==> src/rtl/relogio_pkg.sv <==
// rtl/relogio_pkg.sv - shared types, segment patterns and counting limits for relogio_digital
// Optional 12-hour mode selected by RELOGIO_12H_EN.
package relogio_pkg;

    typedef logic [3:0] bcd_t;

    // Active-low segments, bit order g,f,e,d,c,b,a
    localparam logic [6:0] SEG_0     = 7'b1000000;
    localparam logic [6:0] SEG_1     = 7'b1111001;
    localparam logic [6:0] SEG_2     = 7'b0100100;
    localparam logic [6:0] SEG_3     = 7'b0110000;
    localparam logic [6:0] SEG_4     = 7'b0011001;
    localparam logic [6:0] SEG_5     = 7'b0010010;
    localparam logic [6:0] SEG_6     = 7'b0000010;
    localparam logic [6:0] SEG_7     = 7'b1111000;
    localparam logic [6:0] SEG_8     = 7'b0000000;
    localparam logic [6:0] SEG_9     = 7'b0010000;
    localparam logic [6:0] SEG_BLANK = 7'b1111111;

    localparam bcd_t SEC_MAX_TENS = 4'd5;
    localparam bcd_t MIN_MAX_TENS = 4'd5;

`ifdef RELOGIO_12H_EN
    localparam int   HOUR_MAX        = 12;
    localparam bcd_t HOUR_RST_TENS   = 4'd1;
    localparam bcd_t HOUR_RST_UNITS  = 4'd2;
    localparam bcd_t HOUR_WRAP_TENS  = 4'd0;
    localparam bcd_t HOUR_WRAP_UNITS = 4'd1;
`else
    localparam int   HOUR_MAX        = 23;
    localparam bcd_t HOUR_RST_TENS   = 4'd0;
    localparam bcd_t HOUR_RST_UNITS  = 4'd0;
    localparam bcd_t HOUR_WRAP_TENS  = 4'd0;
    localparam bcd_t HOUR_WRAP_UNITS = 4'd0;
`endif

    localparam bcd_t HOUR_MAX_TENS  = bcd_t'(HOUR_MAX / 10);
    localparam bcd_t HOUR_MAX_UNITS = bcd_t'(HOUR_MAX % 10);

endpackage

==> src/rtl/relogio_digital_bcd_to_7seg.sv <==
// rtl/relogio_digital_bcd_to_7seg.sv - combinational BCD to active-low 7-segment decoder
module bcd_to_7seg
    import relogio_pkg::*;
(
    input  bcd_t       bcd,
    output logic [6:0] seg
);

    always_comb begin
        seg = SEG_BLANK;
        case (bcd)
            4'd0: seg = SEG_0;
            4'd1: seg = SEG_1;
            4'd2: seg = SEG_2;
            4'd3: seg = SEG_3;
            4'd4: seg = SEG_4;
            4'd5: seg = SEG_5;
            4'd6: seg = SEG_6;
            4'd7: seg = SEG_7;
            4'd8: seg = SEG_8;
            4'd9: seg = SEG_9;
            default: seg = SEG_BLANK;
        endcase
    end

endmodule

==> src/rtl/relogio_digital.sv <==
// rtl/relogio_digital.sv - HH:MM:SS BCD clock with 1 Hz prescaler and six 7-segment outputs
// Define RELOGIO_12H_EN for 12-hour counting (12,01..11).
module relogio_digital
    import relogio_pkg::*;
#(
    parameter int CLK_FREQ_HZ = 50_000_000
) (
    input  logic       clock,
    input  logic       reset,
    output logic [6:0] s_lsd,
    output logic [6:0] s_msd,
    output logic [6:0] m_lsd,
    output logic [6:0] m_msd,
    output logic [6:0] h_lsd,
    output logic [6:0] h_msd
);

    localparam int CW = (CLK_FREQ_HZ > 2) ? $clog2(CLK_FREQ_HZ) : 1;
    localparam logic [CW-1:0] LAST = CW'(CLK_FREQ_HZ - 1);
    localparam logic [CW-1:0] HALF = CW'(CLK_FREQ_HZ / 2);

    logic [CW-1:0] prescaler;
    logic [CW-1:0] prescaler_next;
    logic          tick;
    logic          clk_1hz;
    logic          minuto_pulso;
    logic          hora_pulso;
    logic          hour_at_max;

    bcd_t segundos_unidade, segundos_dezena;
    bcd_t minutos_unidade,  minutos_dezena;
    bcd_t horas_unidade,    horas_dezena;

    // Pulses are gated by reset so they read zero while reset holds the counters
    always_comb begin
        tick           = !reset && (prescaler == LAST);
        prescaler_next = (prescaler == LAST) ? '0 : prescaler + CW'(1);
        minuto_pulso   = tick && (segundos_unidade == 4'd9) && (segundos_dezena == SEC_MAX_TENS);
        hora_pulso     = minuto_pulso && (minutos_unidade == 4'd9) && (minutos_dezena == MIN_MAX_TENS);
        hour_at_max    = (horas_dezena == HOUR_MAX_TENS) && (horas_unidade == HOUR_MAX_UNITS);
    end

    always_ff @(posedge clock) begin
        if (reset) begin
            prescaler        <= '0;
            clk_1hz          <= 1'b0;
            segundos_unidade <= '0;
            segundos_dezena  <= '0;
            minutos_unidade  <= '0;
            minutos_dezena   <= '0;
            horas_unidade    <= HOUR_RST_UNITS;
            horas_dezena     <= HOUR_RST_TENS;
        end else begin
            prescaler <= prescaler_next;
            clk_1hz   <= (prescaler_next >= HALF);

            if (tick) begin
                if (segundos_unidade == 4'd9) begin
                    segundos_unidade <= '0;
                    segundos_dezena  <= (segundos_dezena == SEC_MAX_TENS) ? '0 : segundos_dezena + 4'd1;
                end else begin
                    segundos_unidade <= segundos_unidade + 4'd1;
                end
            end

            if (minuto_pulso) begin
                if (minutos_unidade == 4'd9) begin
                    minutos_unidade <= '0;
                    minutos_dezena  <= (minutos_dezena == MIN_MAX_TENS) ? '0 : minutos_dezena + 4'd1;
                end else begin
                    minutos_unidade <= minutos_unidade + 4'd1;
                end
            end

            if (hora_pulso) begin
                if (hour_at_max) begin
                    horas_dezena  <= HOUR_WRAP_TENS;
                    horas_unidade <= HOUR_WRAP_UNITS;
                end else if (horas_unidade == 4'd9) begin
                    horas_unidade <= '0;
                    horas_dezena  <= horas_dezena + 4'd1;
                end else begin
                    horas_unidade <= horas_unidade + 4'd1;
                end
            end
        end
    end

    bcd_to_7seg u_s_lsd (.bcd(segundos_unidade), .seg(s_lsd));
    bcd_to_7seg u_s_msd (.bcd(segundos_dezena),  .seg(s_msd));
    bcd_to_7seg u_m_lsd (.bcd(minutos_unidade),  .seg(m_lsd));
    bcd_to_7seg u_m_msd (.bcd(minutos_dezena),   .seg(m_msd));
    bcd_to_7seg u_h_lsd (.bcd(horas_unidade),    .seg(h_lsd));
    bcd_to_7seg u_h_msd (.bcd(horas_dezena),     .seg(h_msd));

endmodule

==> config.mk <==
export PLATFORM = sky130hd
export DESIGN_NAME = relogio_digital
export DESIGN_NICKNAME = d
export VERILOG_FILES = /design/src/rtl/relogio_pkg.sv /design/src/rtl/relogio_digital_bcd_to_7seg.sv /design/src/rtl/relogio_digital.sv
export SDC_FILE = /design/constraint.sdc
export NUM_CORES = 1
export LEC_CHECK = 0
export CAP_MARGIN = 20
export CORE_MARGIN = 5
export CORE_UTILIZATION = 40
export CTS_CLUSTER_DIAMETER = 100
export CTS_CLUSTER_SIZE = 28
export DETAILED_ROUTE_END_ITERATION = 10
export GPL_TIMING_DRIVEN = 0
export SYNTH_ARGS = -nofsm -noshare
export SYNTH_HDL_FRONTEND = slang
export SYNTH_SLANG_ARGS = --single-unit
==> constraint.sdc <==
create_clock -name clock -period 7.4 [get_ports clock]
set_clock_uncertainty 0.2 [all_clocks]
set_input_delay 0.74 -clock clock [delete_from_list [all_inputs] [get_ports clock]]
set_output_delay 0.74 -clock clock [all_outputs]
set_load 0.05 [all_outputs]
==> results of run 1 <==
[metrics by stage]
stage | worst slack (ps) | hold WS, ps | cells
after global routing | 2010 | 323 | 858
after CTS | 2330 | 279 | 858
after global placement | 2040 | 249 | 842
final | 2410 | 277 | 858
after detailed placement | 1960 | 252 | 842
after floorplan | 3800 | 226 | 623
[Yosys cell counts (8+ instances only)]
cell	count
o21ai_0	24
xnor2_1	13
xor2_1	18
dfxtp_1	92
inv_1	34
mux2i_1	14
o31ai_1	8
nand3_1	19
nand4_1	12
ha_1	35
nor3_1	14
nor2_1	63
and4_1	8
a211oi_1	9
and3_1	11
a21oi_1	26
clkbuf_1	23
nor2b_1	13
nand2_1	41
o211ai_1	8
[path summary, 6_finish.rpt]
kind | start | endpoint | slack, ps | depth (start not counted)
worst min-delay path | prescaler[0] | prescaler[0] | 280 | 1
worst min register to register | prescaler[0] | prescaler[0] | 280 | 1
worst max-delay path | reset | u_m_lsd.seg[4] | 2410 | 11
worst max register to register | prescaler[0] | u_m_msd.seg[0] | 3310 | 14
[flip-flops by register name (all words and copies together) (netlist names)]
name / cells
minutos_dezena: 4
segundos_unidade: 4
u_h_msd.seg: 7
u_m_lsd.seg: 7
segundos_dezena: 4
horas_dezena: 4
horas_unidade: 4
u_s_msd.seg: 7
u_h_lsd.seg: 7
minutos_unidade: 4
u_s_lsd.seg: 7
u_m_msd.seg: 7
prescaler: 26
[where the power goes]
group          switching [mW]  leakage [nW]  internal (mW)
combinational          0.0488          1.59         0.0225
clock                   0.218         0.141          0.237
sequential            0.00420         0.743          0.502
total                   0.271          2.48          0.762
[cells by family (layout without fill, tap and decap cells)]
logic type / after synthesis / count (layout) / share of synthesized area
simple gates: 237 / 237 / 0.249
buf+inv: 70 / 129 / 0.0522
flops: 92 / 92 / 0.345
mux: 18 / 18 / 0.0346
compound gates: 139 / 139 / 0.185
fa+ha+maj: 36 / 36 / 0.0838
xor+xnor: 31 / 31 / 0.0508
[cell type report]
class / instances / area (um2)
timing repair buffer: 43 / 430
clock buffer: 9 / 225
sequential: 92 / 1840
fill: 1271 / 6900
inverter: 37 / 139
buffer: 33 / 140
tap: 176 / 220
clock inverter: 7 / 65.1
multi-input combinational: 461 / 3220
[critical path: cells and delay by family]
family          cells  cell delay, ps
simple gates        1             160
fa+ha+maj           1             290
buf+inv             6            3240
compound gates      3             620
[layer usage]
layer  wire length (um)  vias to the layer above  part of all wire
met2               6470                       99              0.49
met1               5800                     2226              0.44
met4                225                        0             0.017
met5                  0                        -                 0
li1                   -                     2373                 -
met3                605                       18             0.046
==> metrics.md, run 1 <==
| Metric | Value |
|---|---|
| Clock-pin slew on the worst setup and hold paths | 70 ps |
| Met3 GRT Util | 0.0469 |
| Starting Density | 0.405 |
| Final hold violation count | 0 |
| Arrival time of the worst setup path | 5050 ps |
| Number of global-route vias before repair | between 4000 and 5000 |
| Met1 Use GR | 0.195 |
| Vias post-DR | ~4700 |
| Synthesized flop and latch total | between 90 and 100 |
| Largest net degree at the start of global routing | 19 |
| Register area share after synthesis | 0.345 |
| RSZ-0062 raised after global routing | no |
| Tot Pwr | 1.03 mW |
| ANT nets after route | 0 |
| Ys Warns | 0 |
| CP Capture Type | flip-flop |
| Crit-path cells | clkdlybuf4s50_1 -> clkbuf_1 -> clkbuf_1 -> clkbuf_1 -> clkbuf_1 -> clkbuf_1 -> nor2_1 -> ha_1 -> o211ai_1 -> o311ai_0 -> o31ai_1 |
| WL final | 13100 um |
| Main synth FF type | dfxtp_1 |
| First-pass GRT wire length | 22100 um |
| Distinct cells, synth | 80 |
| ANT cells | 0 |
| Nets | between 700 and 800 |
| Leakage power | 2.48 nW |
| Worst slew margin | 0.470 |
| Drt first-iter violations | around 290 |
| Syn Nets | 660 |
| Clk root buf | clkbuf_16 |
| CTS tree | yes |
| Share of the synthesized area in the top cell type | 0.345 |
| Achievable frequency | 200 MHz |
| Clock sinks | 92 |
| Crit Path Class | input pin to flip-flop |
| Antenna violations before repair | 0 |
| Average wire per standard cell | 15.3 um |
| Outcome | finished, final reports clean |
| Number of synthesized flops with an enable pin | 0 |
| DRC Markers | 0 |
| Syn Area/Cell | 8.58 um2 |
| Crit start category | input pin |
| Port Buffers | 43 |
| Post-synthesis cell area | ~5300 um2 |
| Worst vdd ir | 0.000132 V |
| Worst Hold Class | flip-flop to flip-flop |
| IO Pins | 44 |
| Ys async rst share | 0 |
| Commonest non-fill, non-tap cell in the layout | dfxtp_1 |
| Synth-to-Final Area Change | 17.6% |
| Die area | 15800 um2 |
| Worst path required time | between 7000 and 8000 ps |
| Critical-path top delay cell | clkdlybuf4s50_1 |
| Placed cell area | 6000 um2 |
| Final setup viols | 0 |
| Max-slew violations | 0 |
| Top cells by area, synth | dfxtp_1, ha_1, nor2_1, xor2_1, nand2_1 |
| Cell count after synthesis | 623 |
| 1st-pass router iterations | 5 |
| Area leader, netlist | dfxtp_1 |
| All-Layer GR Usage | 0.168 |
| Die width | 126 um |
| Fin util | 0.477 |
| GR peak layer | met2 |
| Die height | 126 um |
| Min cycle time layout | 4990 ps |
| Vias per cell | 5.50 |
| H-tree depth | 3 |
| Final critical-path share of the clock period | 0.674 |
| Post-CTS setup buffers | 0 |
| Post_cts resized | 0 |
| Most frequent cells in the layout | dfxtp_1, nor2_1, clkdlybuf4s50_1 |
| GPL Wtd Cong | 0.855 |
| CTS buffer count | 9 |
| Max Cap Viol | 0 |
| Grt met2 use | 0.295 |
| Rows | 42 |
| GRT overflow | 0 |
| Worst path most repeated cell | clkbuf_1 |
| # hold bufs at CTS | 0 |
| Final design area excluding fillers | about 6300 um2 |
| Power per cell area | 164 nW/um2 |
| Worst-skew pair later-pin latency | 360 ps |
| Worst slew pin tran | 788 ps |
| Max incr delay on CP | 600 ps |
| Share of layout cells above drive strength 1 | 0.0792 |
| Worst Path Max Fanout | 10 |
| Core Region | 13200 um2 |
| Deepest clock path buffer count | 2 |
| Final TNS setup | 0 ps |
| DP HPWL | 9580 um |
No activity file was read; power rests on OpenSTA's default activity.
==> inputs of run 2 (changes only) <==
clock period = 5 ns   (was 7.4 ns; I/O delays follow)
==> run 2 against run 1 <==
  * Utilization is essentially flat
  * Total power grew 48%
  * Largest cell class unchanged
  * Final area is essentially flat
  * Clock power grew 48%
  * Non-clock buffer count is the same
  * Critical path type unchanged
  * Critical endpoint is now u_h_lsd.seg[6]
  * Clock-buffer cell count is the same
  * Worst setup slack lost 2000 ps
  * Register-to-register slack lost 2400 ps
  * Sequential share of layout area is essentially flat
  * Sequential power grew 48%
  * Cell count is the same
  * Sequential cell count is the same
==> metrics.md, run 2 (same netlist as run 1, synthesis figures left out) <==
| Metric | Value |
|---|---|
| # hold bufs at CTS | 0 |
| Crit Path Class | input pin to flip-flop |
| Final critical-path share of the clock period | 0.911 |
| Max reg flops | 26 |
| First-pass GRT wire length | 22100 um |
| ANT nets after route | 0 |
| Rows | between 40 and 50 |
| Final TNS setup | 0 ps |
| Clock sinks | between 90 and 100 |
| Clock-pin slew on the worst setup and hold paths | approximately 70 ps |
| Critical-path top delay cell | clkdlybuf4s50_1 |
| IO Pins | 44 |
| CTS tree | yes |
| Share of layout cells above drive strength 1 | 0.0821 |
| Dpl ws | -205 ps |
| Die area | approximately 16000 um2 |
| Vias post-DR | 4737 |
| Outcome | finished, final reports clean |
| Die height | 126 um |
| Synth-to-Final Area Change | 17.6% |
| Arrival time of the worst setup path | 4570 ps |
| Die width | approximately 130 um |
| GRT overflow | 0 |
| GPL Wtd Cong | 0.855 |
| Hold slack | 276 ps |
| CP Capture Type | flip-flop |
| Max incr delay on CP | 600 ps |
| Crit start category | input pin |
| Worst vdd ir | just under 0.0002 V |
| RSZ-0062 raised after global routing | no |
| Final hold violation count | 0 |
| All-Layer GR Usage | 0.168 |
| Average wire per standard cell | 15.3 um |
| DRC Markers | 0 |
| Fin util | 0.477 |
| Port Buffers | 43 |
| DP HPWL | 9580 um |
| Tot Pwr | ~1.5 mW |
| Worst-skew pair later-pin latency | between 300 and 400 ps |
| Nets | 714 |
| H-tree depth | 3 |
| Commonest non-fill, non-tap cell in the layout | dfxtp_1 |
| Post_cts resized | 0 |
| Number of global-route vias before repair | ~4700 |
| Achievable frequency | approximately 220 MHz |
| CTS buffer count | 9 |
| Drt first-iter violations | between 300 and 400 |
| Max-slew violations | 0 |
| Worst slew margin | 0.463 |
| Cell family with most CP delay | buffers and inverters |
| Max Cap Viol | 0 |
| Vias per cell | 5.52 |
| Deepest clock path buffer count | 2 |
| ANT cells | 0 |
| Power per cell area | 243 nW/um2 |
| Leakage power | 2.48 nW |
| 1st-pass router iterations | 5 |
| Final worst setup slack | 443 ps |
| Worst path most repeated cell | clkbuf_1 |
| Antenna violations before repair | 0 |
| Largest net degree at the start of global routing | 19 |
| Worst Path Max Fanout | 10 |
| Core Region | 13200 um2 |
| Worst Hold Class | flip-flop to flip-flop |
| Crit-path cells | clkdlybuf4s50_1 -> clkbuf_1 -> clkbuf_1 -> clkbuf_1 -> clkbuf_2 -> a21oi_1 -> ha_1 -> mux2i_1 -> nor2_1 -> a311oi_1 -> nor2_1 -> a2111oi_0 -> mux2i_1 |
| Min cycle time layout | 4560 ps |
| Biggest register | prescaler |
| Most frequent cells in the layout | dfxtp_1, nor2_1, clkdlybuf4s50_1 |
| Starting Density | 0.405 |
| Post-CTS setup buffers | 0 |
| WL final | between 10000 and 15000 um |
| Final setup viols | 0 |
| Clk root buf | clkbuf_16 |
| Bufs and invs on worst path | 5 |
| Fill cells | about 1300 |
| Worst path required time | around 5000 ps |
| Worst slew pin tran | 798 ps |
-- run 2: changes by cell type in the layout (fill, tap and decap cells not counted) --
cell,previous run,this run
clkbuf_1,23,21
clkbuf_2,1,3
-- run 2: area by class of cell --
cell class / instances / area [um2] / share of cell area
Inverter: 37 / 139 / 0.0221
Tap cell: 176 / 220 / 0.0350
Buffer: 33 / 143 / 0.0227
Clock inverter: 7 / 65.1 / 0.0103
Sequential cell: 92 / 1840 / 0.293
Timing Repair Buffer: 43 / 430 / 0.0684
Multi-Input combinational cell: 461 / 3220 / 0.513
Clock buffer: 9 / 225 / 0.0358
-- run 2: metrics by stage --
| step | area (um2) | cells |
|---|---|---|
| 6_report | 6290 | 858 |
| 5_1_grt | 6290 | 858 |
| 4_1_cts | 6290 | 858 |
| 3_3_place_gp | 6000 | 842 |
| 2_1_floorplan | 5350 | 623 |
| 3_5_place_dp | 6000 | 842 |
-- run 2: final timing paths --
path                    endpoint  slack [ps]         start  cells past startpoint
hold / removal      prescaler[0]         280  prescaler[0]                      1
setup reg to reg  u_m_msd.seg[0]         940  prescaler[1]                     14
hold reg to reg     prescaler[0]         280  prescaler[0]                      1
setup / recovery  u_h_lsd.seg[6]         440         reset                     13
-- run 2: per-layer routing --
metal,GRT usage,vias up,share of wire
met5,0,-,0
met4,0.0580,0,0.019
met3,0.0469,23,0.046
met2,0.295,112,0.49
met1,0.195,2229,0.44
li1,-,2373,-
-- run 2: report_power, final --
part           leakage, nW  switching, mW  internal, mW
Sequential           0.743        0.00632         0.744
Clock                0.141          0.324         0.350
Combinational         1.60         0.0723        0.0335
==> inputs of run 3 (changes only) <==
TNS_END_PERCENT = 1   (was not set)
==> results of run 3 <==
Same layout as run 2: the final DEF is identical, and so are final timing and power.
